--- config.mk ---
export PLATFORM = sky130hd
export DESIGN_NAME = core_id_stage_pipe
export DESIGN_NICKNAME = d
export VERILOG_FILES = /design/src/rtl/core_pkg.sv /design/src/rtl/core_id_decode.sv /design/src/rtl/core_id_stage_pipe.sv
export SDC_FILE = /design/constraint.sdc
export NUM_CORES = 1
export LEC_CHECK = 0
export BUFFER_PORTS_ARGS = -buffer_cell sky130_fd_sc_hd__buf_2
export CORE_ASPECT_RATIO = 0.8
export CORE_MARGIN = 2
export CORE_UTILIZATION = 48
export CTS_CLUSTER_SIZE = 10
export DETAILED_ROUTE_END_ITERATION = 6
export PLACE_DENSITY = 0.8
export RECOVER_POWER = 100
export SLEW_MARGIN = 15
export SYNTH_ARGS = -nofsm -noshare
export SYNTH_HDL_FRONTEND = slang
export SYNTH_SLANG_ARGS = --single-unit
--- constraint.sdc ---
create_clock -name clk -period 5.25 [get_ports clk]
set_clock_uncertainty 0.2 [all_clocks]
set_input_delay 0.525 -clock clk [delete_from_list [all_inputs] [get_ports clk]]
set_output_delay 0.525 -clock clk [all_outputs]
set_load 0.005 [all_outputs]
--- src/rtl/core_pkg.sv ---
// Shared RV32 core definitions: opcodes, funct7 codes, instruction formats and
// the decoded-field bundle handed from the decoder into the ID/EX register.
package core_pkg;

    localparam logic [6:0] LUI   = 7'b0110111;
    localparam logic [6:0] AUIPC = 7'b0010111;
    localparam logic [6:0] JAL   = 7'b1101111;
    localparam logic [6:0] JALR  = 7'b1100111;
    localparam logic [6:0] BXXX  = 7'b1100011;
    localparam logic [6:0] LOAD  = 7'b0000011;
    localparam logic [6:0] STORE = 7'b0100011;
    localparam logic [6:0] ALI   = 7'b0010011;
    localparam logic [6:0] ALR   = 7'b0110011;

    localparam logic [6:0] F7_BASE   = 7'b0000000;
    localparam logic [6:0] F7_ALT    = 7'b0100000;
    localparam logic [6:0] F7_MULDIV = 7'b0000001;

    typedef enum logic [2:0] {
        INSTR_R,
        INSTR_I,
        INSTR_S,
        INSTR_B,
        INSTR_U,
        INSTR_J,
        INSTR_ILLEGAL
    } instr_type_e;

    typedef struct packed {
        logic [31:0] pc;
        logic [31:0] next_pc;
        logic [31:0] pc_plus_imm;
        logic [31:0] imm;
        logic [4:0]  rs1;
        logic [4:0]  rs2;
        logic [4:0]  rd;
        logic        rs1_en;
        logic        rs2_en;
        logic [6:0]  opcode;
        logic [2:0]  funct3;
        logic [6:0]  funct7;
        logic        jal;
        logic        jalr;
        logic        branch_may;
        logic        nextpc2reg;
        logic        alures2reg;
        logic        memory2reg;
        logic        mem_write;
        logic        muldiv;
        logic        illegal;
    } id_fields_t;

endpackage

--- src/rtl/core_id_decode.sv ---
// Combinational RV32I(+M) decoder: classifies the instruction word, builds the
// immediate and PC arithmetic, and flags encodings the core does not execute.
module core_id_decode
    import core_pkg::*;
#(
    parameter bit M_EXT      = 1'b1,
    parameter bit SLTIU_ZEXT = 1'b0
) (
    input  logic [31:0] instr,
    input  logic [31:0] pc,
    output id_fields_t  fields
);

    logic [6:0]  opcode;
    logic [6:0]  funct7;
    logic [2:0]  funct3;
    logic        is_sltiu;
    instr_type_e itype;
    logic        illegal;
    logic        jal;
    logic        jalr;
    logic        branch_may;
    logic        nextpc2reg;
    logic        alures2reg;
    logic        memory2reg;
    logic        mem_write;
    logic        muldiv;
    logic [31:0] imm;
    logic        rs1_en;
    logic        rs2_en;

    assign opcode   = instr[6:0];
    assign funct3   = instr[14:12];
    assign funct7   = instr[31:25];
    assign is_sltiu = (opcode == ALI) && (funct3 == 3'b011);

    always_comb begin
        // NOTE: every output of this block gets a default before the case, so no path can infer a latch.
        itype      = INSTR_ILLEGAL;
        illegal    = 1'b0;
        jal        = 1'b0;
        jalr       = 1'b0;
        branch_may = 1'b0;
        nextpc2reg = 1'b0;
        alures2reg = 1'b0;
        memory2reg = 1'b0;
        mem_write  = 1'b0;
        muldiv     = 1'b0;

        case (opcode)
            LUI, AUIPC: begin
                itype      = INSTR_U;
                alures2reg = 1'b1;
            end
            JAL: begin
                itype      = INSTR_J;
                jal        = 1'b1;
                nextpc2reg = 1'b1;
            end
            JALR: begin
                itype      = INSTR_I;
                jalr       = 1'b1;
                nextpc2reg = 1'b1;
                illegal    = (funct3 != 3'b000);
            end
            BXXX: begin
                itype      = INSTR_B;
                branch_may = 1'b1;
                illegal    = funct3 inside {3'b010, 3'b011};
            end
            LOAD: begin
                itype      = INSTR_I;
                memory2reg = 1'b1;
                illegal    = funct3 inside {3'b011, 3'b110, 3'b111};
            end
            STORE: begin
                itype     = INSTR_S;
                mem_write = 1'b1;
                illegal   = (funct3 > 3'b010);
            end
            ALI: begin
                itype      = INSTR_I;
                alures2reg = 1'b1;
                // Only the shift forms carry funct7; every other OP-IMM uses those bits as immediate.
                if (funct3 == 3'b001) begin
                    illegal = (funct7 != F7_BASE);
                end else if (funct3 == 3'b101) begin
                    illegal = !(funct7 inside {F7_BASE, F7_ALT});
                end
            end
            ALR: begin
                itype      = INSTR_R;
                alures2reg = 1'b1;
                case (funct7)
                    F7_BASE:   illegal = 1'b0;
                    F7_ALT:    illegal = !(funct3 inside {3'b000, 3'b101});
                    F7_MULDIV: begin
                        muldiv  = 1'b1;
                        illegal = !M_EXT;
                    end
                    default:   illegal = 1'b1;
                endcase
            end
            default: illegal = 1'b1;
        endcase

        // An illegal word still flows down the pipe, but must not trigger any side effect.
        if (illegal) begin
            itype      = INSTR_ILLEGAL;
            jal        = 1'b0;
            jalr       = 1'b0;
            branch_may = 1'b0;
            nextpc2reg = 1'b0;
            alures2reg = 1'b0;
            memory2reg = 1'b0;
            mem_write  = 1'b0;
            muldiv     = 1'b0;
        end
    end

    always_comb begin
        imm = '0;
        case (itype)
            INSTR_I: imm = (is_sltiu && SLTIU_ZEXT) ? {20'b0, instr[31:20]}
                                                   : {{20{instr[31]}}, instr[31:20]};
            INSTR_S: imm = {{20{instr[31]}}, instr[31:25], instr[11:7]};
            INSTR_B: imm = {{19{instr[31]}}, instr[31], instr[7], instr[30:25], instr[11:8], 1'b0};
            INSTR_U: imm = {instr[31:12], 12'b0};
            INSTR_J: imm = {{11{instr[31]}}, instr[31], instr[19:12], instr[20], instr[30:21], 1'b0};
            default: imm = '0;
        endcase
    end

    assign rs1_en = itype inside {INSTR_R, INSTR_I, INSTR_S, INSTR_B};
    assign rs2_en = itype inside {INSTR_R, INSTR_S, INSTR_B};

    always_comb begin
        fields.pc          = pc;
        fields.next_pc     = pc + 32'd4;
        fields.pc_plus_imm = pc + imm;
        fields.imm         = imm;
        fields.rs1         = instr[19:15];
        fields.rs2         = instr[24:20];
        fields.rd          = instr[11:7];
        fields.rs1_en      = rs1_en;
        fields.rs2_en      = rs2_en;
        fields.opcode      = opcode;
        fields.funct3      = funct3;
        fields.funct7      = funct7;
        fields.jal         = jal;
        fields.jalr        = jalr;
        fields.branch_may  = branch_may;
        fields.nextpc2reg  = nextpc2reg;
        fields.alures2reg  = alures2reg;
        fields.memory2reg  = memory2reg;
        fields.mem_write   = mem_write;
        fields.muldiv      = muldiv;
        fields.illegal     = illegal;
    end

endmodule

--- src/rtl/core_id_stage_pipe.sv ---
// Registered decode stage: ID/EX pipeline register with IF/EX handshake,
// flush, load-use interlock with bubble insertion and a saturating bubble counter.
module core_id_stage_pipe
    import core_pkg::*;
#(
    parameter bit M_EXT      = 1'b1,
    parameter bit SLTIU_ZEXT = 1'b0,
    parameter int CNT_W      = 16
) (
    input  logic             clk,
    input  logic             rst,
    input  logic             i_valid,
    output logic             o_ready,
    input  logic [31:0]      i_instr,
    input  logic [31:0]      i_pc,
    input  logic             i_flush,
    input  logic             i_ex_ready,
    output logic             o_valid,
    output logic [31:0]      o_pc,
    output logic [31:0]      o_next_pc,
    output logic [31:0]      o_pc_plus_imm,
    output logic [31:0]      o_imm,
    output logic [4:0]       o_rs1_addr,
    output logic [4:0]       o_rs2_addr,
    output logic [4:0]       o_dst_reg_addr,
    output logic             o_rs1_en,
    output logic             o_rs2_en,
    output logic [6:0]       o_opcode,
    output logic [6:0]       o_funct7,
    output logic [2:0]       o_funct3,
    output logic             o_jal,
    output logic             o_jalr,
    output logic             o_branch_may,
    output logic             o_nextpc2reg,
    output logic             o_alures2reg,
    output logic             o_memory2reg,
    output logic             o_mem_write,
    output logic             o_muldiv,
    output logic             o_illegal,
    output logic [CNT_W-1:0] o_bubble_cnt
);

    id_fields_t       dec;
    id_fields_t       q;
    logic             valid_q;
    logic [CNT_W-1:0] bubble_q;
    logic             hazard;
    logic             accept;

    core_id_decode #(
        .M_EXT      (M_EXT),
        .SLTIU_ZEXT (SLTIU_ZEXT)
    ) u_decode (
        .instr  (i_instr),
        .pc     (i_pc),
        .fields (dec)
    );

    // A load still in ID/EX cannot forward to the instruction behind it; hold that one back a cycle.
    assign hazard = valid_q && q.memory2reg && (q.rd != 5'd0) && i_valid &&
                    ((dec.rs1_en && (dec.rs1 == q.rd)) || (dec.rs2_en && (dec.rs2 == q.rd)));

    assign o_ready = i_flush || ((!valid_q || i_ex_ready) && !hazard);
    assign accept  = i_valid && o_ready;

    always_ff @(posedge clk or posedge rst) begin
        if (rst) begin
            // NOTE: the field register is cleared along with valid so nothing stale is visible after reset.
            q        <= '0;
            valid_q  <= 1'b0;
            bubble_q <= '0;
        end else if (i_flush) begin
            // NOTE: state updates are non-blocking so every branch sees the pre-edge register values.
            valid_q <= 1'b0;
        end else if (accept) begin
            q       <= dec;
            valid_q <= 1'b1;
        end else if (hazard && i_ex_ready) begin
            valid_q <= 1'b0;
            if (bubble_q != '1) begin
                bubble_q <= bubble_q + 1'b1;
            end
        end else if (i_ex_ready) begin
            valid_q <= 1'b0;
        end
    end

    assign o_valid        = valid_q;
    assign o_bubble_cnt   = bubble_q;
    assign o_pc           = q.pc;
    assign o_next_pc      = q.next_pc;
    assign o_pc_plus_imm  = q.pc_plus_imm;
    assign o_imm          = q.imm;
    assign o_rs1_addr     = q.rs1;
    assign o_rs2_addr     = q.rs2;
    assign o_dst_reg_addr = q.rd;
    assign o_rs1_en       = q.rs1_en;
    assign o_rs2_en       = q.rs2_en;
    assign o_opcode       = q.opcode;
    assign o_funct3       = q.funct3;
    assign o_funct7       = q.funct7;
    assign o_jal          = q.jal;
    assign o_jalr         = q.jalr;
    assign o_branch_may   = q.branch_may;
    assign o_nextpc2reg   = q.nextpc2reg;
    assign o_alures2reg   = q.alures2reg;
    assign o_memory2reg   = q.memory2reg;
    assign o_mem_write    = q.mem_write;
    assign o_muldiv       = q.muldiv;
    assign o_illegal      = q.illegal;

endmodule
==> metrics.txt <==
# TYPE chip_impl_metric gauge
chip_impl_info{name="run_status",value="finished with violations"} 1
chip_impl_info{name="violations",value="max-capacitance violations, max-slew violations"} 1
chip_impl_metric{name="ctsHtreeMaxLevel",unit=""} 4
chip_impl_metric{name="stdcell_area",unit="um^2"} 11700
chip_impl_metric{name="track_usage",unit=""} 0.272
chip_impl_metric{name="synth_adder_area_share",unit=""} 0.0443
chip_impl_info{name="synth.largest_area_cell",value="sky130_fd_sc_hd__dfrtp_1"} 1
chip_impl_metric{name="placeableCoreArea",unit="um^2"} 19900
chip_impl_metric{name="total_cts_buffers",unit=""} 17
chip_impl_metric{name="die_footprint",unit="um^2"} 21500
chip_impl_metric{name="post_synth_xor_area_fraction",unit=""} 0.0716
chip_impl_metric{name="post_cts_resize_count",unit=""} 0
chip_impl_metric{name="dr.pass1.iters",unit=""} 5
chip_impl_metric{name="drt_first_iter_violations",unit=""} 695
chip_impl_metric{name="vdd_ir_drop_max",unit="mV"} 0.182
chip_impl_info{name="ys_flop_type",value="sky130_fd_sc_hd__dfrtp_1"} 1
chip_impl_metric{name="final.setup.worst_slack",unit="ps"} 370
chip_impl_metric{name="hold_buffers",unit=""} 0
chip_impl_metric{name="timing.critical_path.buf_inv",unit=""} 2
chip_impl_metric{name="globalRouteOverflowTotal",unit=""} 0
chip_impl_metric{name="netlist-cell-type-count",unit=""} 65
chip_impl_metric{name="clock-sinks",unit=""} 186
chip_impl_metric{name="fin_worst_hold_slack",unit="ps"} 108
chip_impl_metric{name="final_layout_size_suffix_gt1_frac",unit=""} 0.146
chip_impl_metric{name="path_max_fanout",unit=""} 9
chip_impl_metric{name="complex_gate_fraction_of_the_synthesized_area",unit=""} 0.131
chip_impl_metric{name="timing.fmax",unit="MHz"} 205
chip_impl_metric{name="first_global_vias",unit=""} 8504
chip_impl_metric{name="final-hold-violation-count",unit=""} 0
chip_impl_metric{name="maxCapViolations",unit=""} 3
chip_impl_metric{name="power",unit="uW"} 3550
chip_impl_metric{name="cts.clk_slew.worst_paths",unit="ps"} 80
chip_impl_metric{name="tightest_slew",unit="ps"} 3930
chip_impl_metric{name="standard_cell_row_count",unit=""} 46
chip_impl_metric{name="post_synth_simple_gate_area",unit=""} 0.235
chip_impl_metric{name="grt_start_max_net_pins",unit=""} 114
chip_impl_metric{name="biggest_cell_delay_along_the_critical_path",unit="ps"} 590
chip_impl_info{name="cts_tree",value="done"} 1
chip_impl_info{name="cts_root_buf",value="sky130_fd_sc_hd__clkbuf_16"} 1
chip_impl_metric{name="p_leak",unit="uW"} 0.00592
chip_impl_info{name="min-delay-path-class",value="in2reg"} 1
chip_impl_metric{name="port_buffers",unit=""} 257
chip_impl_metric{name="power_density",unit="nW/um^2"} 303
chip_impl_metric{name="max_transition_margin",unit=""} -1.62
chip_impl_metric{name="worst_ep_arrival_time",unit="ps"} 4920
chip_impl_metric{name="nNetsFinal",unit=""} 1471
chip_impl_metric{name="crit_share_post_route",unit=""} 0.930
chip_impl_metric{name="route.detailed.vias_per_inst",unit=""} 5.42
chip_impl_metric{name="initial_antenna_violation_count",unit=""} 0
chip_impl_metric{name="synthMuxAreaShare",unit=""} 0.00806
chip_impl_metric{name="syn-mean-instance-area",unit="um^2"} 8.67
chip_impl_metric{name="height_of_the_die",unit="um"} 132
chip_impl_metric{name="initial_core_util",unit=""} 0.491
chip_impl_metric{name="clock_tree.buffer_depth",unit=""} 2
chip_impl_metric{name="die-width",unit="um"} 164
chip_impl_info{name="worstSetupPathType",value="in2reg"} 1
chip_impl_metric{name="post-cts-setup-buffer-count",unit=""} 0
chip_impl_metric{name="postSynth.asyncResetShare",unit=""} 1.00
chip_impl_metric{name="io_pins",unit=""} 258
chip_impl_metric{name="critPathRequiredTime",unit="ps"} 5290
chip_impl_info{name="worst_setup_path_start_kind",value="input pin"} 1
chip_impl_info{name="timing.critical_path.cells",value="buf_2, or4_4, a2111oi_2, o32a_2, nand4_4, or3b_1, nand2_1, ha_1, a21oi_1, a21oi_1, a311oi_1, o211ai_1, nor3b_1, clkbuf_1, o211ai_1, a31oi_1, xnor2_1, o21ai_0"} 1
chip_impl_metric{name="detailedPlacementHpwl",unit="mm"} 21.6
chip_impl_metric{name="routed_wl",unit="mm"} 29.3
chip_impl_metric{name="placement.cell_area",unit="um^2"} 11300
chip_impl_metric{name="fin_tns_setup",unit="ps"} 0
chip_impl_metric{name="netlist_instances",unit=""} 1128
chip_impl_metric{name="portion_of_synthesized_cell_area_occupied_by_the_leading_cell_type",unit=""} 0.476
chip_impl_metric{name="setup_viol_count_final",unit=""} 0
chip_impl_metric{name="routed_wire_length_per_instance",unit="um"} 17.8
chip_impl_info{name="ys_top_cells_by_area",value="sky130_fd_sc_hd__dfrtp_1 (48%), sky130_fd_sc_hd__nand2_1 (14%), sky130_fd_sc_hd__xor2_1 (4.3%), sky130_fd_sc_hd__ha_1 (4.2%), sky130_fd_sc_hd__o21ai_0 (4.1%)"} 1
chip_impl_metric{name="drtAntennaViolNets",unit=""} 0
chip_impl_info{name="largest_family_of_logic_cells_by_synthesized_area",value="simple AND/OR/NAND/NOR gates"} 1
chip_impl_metric{name="post-route-min-period",unit="ps"} 4880
chip_impl_info{name="critical_path.endpoint_type",value="flip-flop"} 1
chip_impl_metric{name="synth-seq-area-share",unit=""} 0.476
chip_impl_info{name="rsz0062_at_grt",value="false"} 1
chip_impl_info{name="critical-path-top-delay-family",value="compound AO/OA/AOI/OAI gates"} 1
chip_impl_metric{name="via_total_after_detailed_routing",unit=""} 8919
chip_impl_info{name="timing.critical_path.slowest_stage_cell",value="sky130_fd_sc_hd__or3b_1"} 1
chip_impl_metric{name="synth-edff-count",unit=""} 0
chip_impl_metric{name="place_worst_setup_slack",unit="ps"} 8.13
chip_impl_metric{name="detail_route.drc_violations",unit=""} 0
chip_impl_metric{name="slew_violations",unit=""} 212
chip_impl_metric{name="syn_nets",unit=""} 1231
chip_impl_info{name="synth.cells.most_frequent",value="sky130_fd_sc_hd__nand2_1 (368), sky130_fd_sc_hd__dfrtp_1 (186), sky130_fd_sc_hd__o21ai_0 (80)"} 1
chip_impl_info{name="most_numerous_cell_in_the_yosys_netlist",value="sky130_fd_sc_hd__nand2_1"} 1
chip_impl_metric{name="ys_ff_latch",unit=""} 186
chip_impl_metric{name="syn2layout_area_growth",unit="%"} 19.6
chip_impl_metric{name="clk_latency",unit="ps"} 440
chip_impl_metric{name="wire_length_of_the_first_global_routing_pass",unit="mm"} 45.8
chip_impl_metric{name="yosys_warnings",unit=""} 0
chip_impl_metric{name="gpl.final_weighted_congestion",unit=""} 0.894
chip_impl_metric{name="post_synthesis_instance_area",unit="um^2"} 9780
chip_impl_metric{name="diodes",unit=""} 0
registers in the layout (all words and copies together) (netlist names), 3 cells and up:
register        flops
o_bubble_cnt       16
o_funct7            7
o_pc               32
o_pc_plus_imm      32
o_opcode            7
o_funct3            3
o_imm              32
o_dst_reg_addr      5
o_rs2_addr          5
o_rs1_addr          5
o_next_pc          30
cells by family after synthesis:
kind of cell / Yosys count
DFF: 186
and+or+nand+nor: 536
xor gates and xnor gates: 80
muxes: 7
AOI/OAI and AO/OA: 207
adders and majority gates: 34
buffers and inverters: 78
power breakdown:
part / total [uW] / switching, uW / internal, uW / leakage, uW
Clock: 1290 / 586 / 701 / 0.000290
Sequential: 1690 / 93.9 / 1590 / 0.00236
Combinational: 572 / 356 / 215 / 0.00327
Total: 3550 / 1040 / 2510 / 0.00592
stage by stage:
| stage | instances | utilization |
|---|---|---|
| final | 1645 | 0.587 |
| after global routing | 1645 | 0.587 |
| after floorplan | 1128 | - |
| after CTS | 1645 | 0.599 |
| after global placement | 1613 | 0.570 |
| after detailed placement | 1613 | 0.570 |
metal layers:
metal	GRT usage	up-vias	wire [um]
met3	0.0739	38	2360
met5	0	-	0
met2	0.411	348	13000
met4	0.0848	0	629
met1	0.380	4250	13300
li1	-	4283	-
final cells by class:
cell class                      instances  area (um^2)
Fill cell                            1874         8220
Multi-Input combinational cell        864         4790
Sequential cell                       186         4650
Timing Repair Buffer                  273         1240
Clock buffer                           21          470
Tap cell                              264          330
Clock inverter                         11          109
Inverter                               26         98.8
tightest hold or removal path, delay by kind of cell:
family	cells	cell delay [ps]
buffers and inverters	1	90
and+or+nand+nor	2	90
worst paths after layout:
check,slack (ps),cells after the start,to,start
worst max-delay path,370,18,o_pc_plus_imm[31],i_instr[27]
worst min-delay path,110,3,o_opcode[1],i_instr[1]
worst max register to register,910,7,o_pc_plus_imm[9],o_dst_reg_addr[3]
worst min register to register,270,2,o_pc[22],o_pc[22]
max in group asynchronous,1150,3,o_pc[22],rst
min in group asynchronous,960,3,o_pc[6],rst
placed cells by master, fill, tap and decap left out, types with 5 or more instances in the layout:
cell type	Yosys	final
sky130_fd_sc_hd__nand2_1	368	368
sky130_fd_sc_hd__nand3_1	37	37
sky130_fd_sc_hd__o31ai_1	7	7
sky130_fd_sc_hd__xor2_1	48	48
sky130_fd_sc_hd__nand4_1	9	9
sky130_fd_sc_hd__a21o_1	27	27
sky130_fd_sc_hd__nor2_1	50	50
sky130_fd_sc_hd__o21ai_0	80	82
sky130_fd_sc_hd__dfrtp_1	186	186
sky130_fd_sc_hd__mux2_2	7	7
sky130_fd_sc_hd__buf_2	24	142
sky130_fd_sc_hd__nor3_1	13	15
sky130_fd_sc_hd__and2_1	10	8
sky130_fd_sc_hd__xnor2_1	32	32
sky130_fd_sc_hd__or3_1	7	7
sky130_fd_sc_hd__a31oi_1	12	12
sky130_fd_sc_hd__buf_4	2	8
sky130_fd_sc_hd__a21oi_1	36	36
sky130_fd_sc_hd__clkbuf_1	23	119
sky130_fd_sc_hd__nor2b_1	5	5
sky130_fd_sc_hd__clkbuf_16	0	17
sky130_fd_sc_hd__and3_1	11	11
sky130_fd_sc_hd__ha_1	33	33
sky130_fd_sc_hd__o211ai_1	5	5
sky130_fd_sc_hd__inv_1	25	24
(Power assumes the default switching activity.)
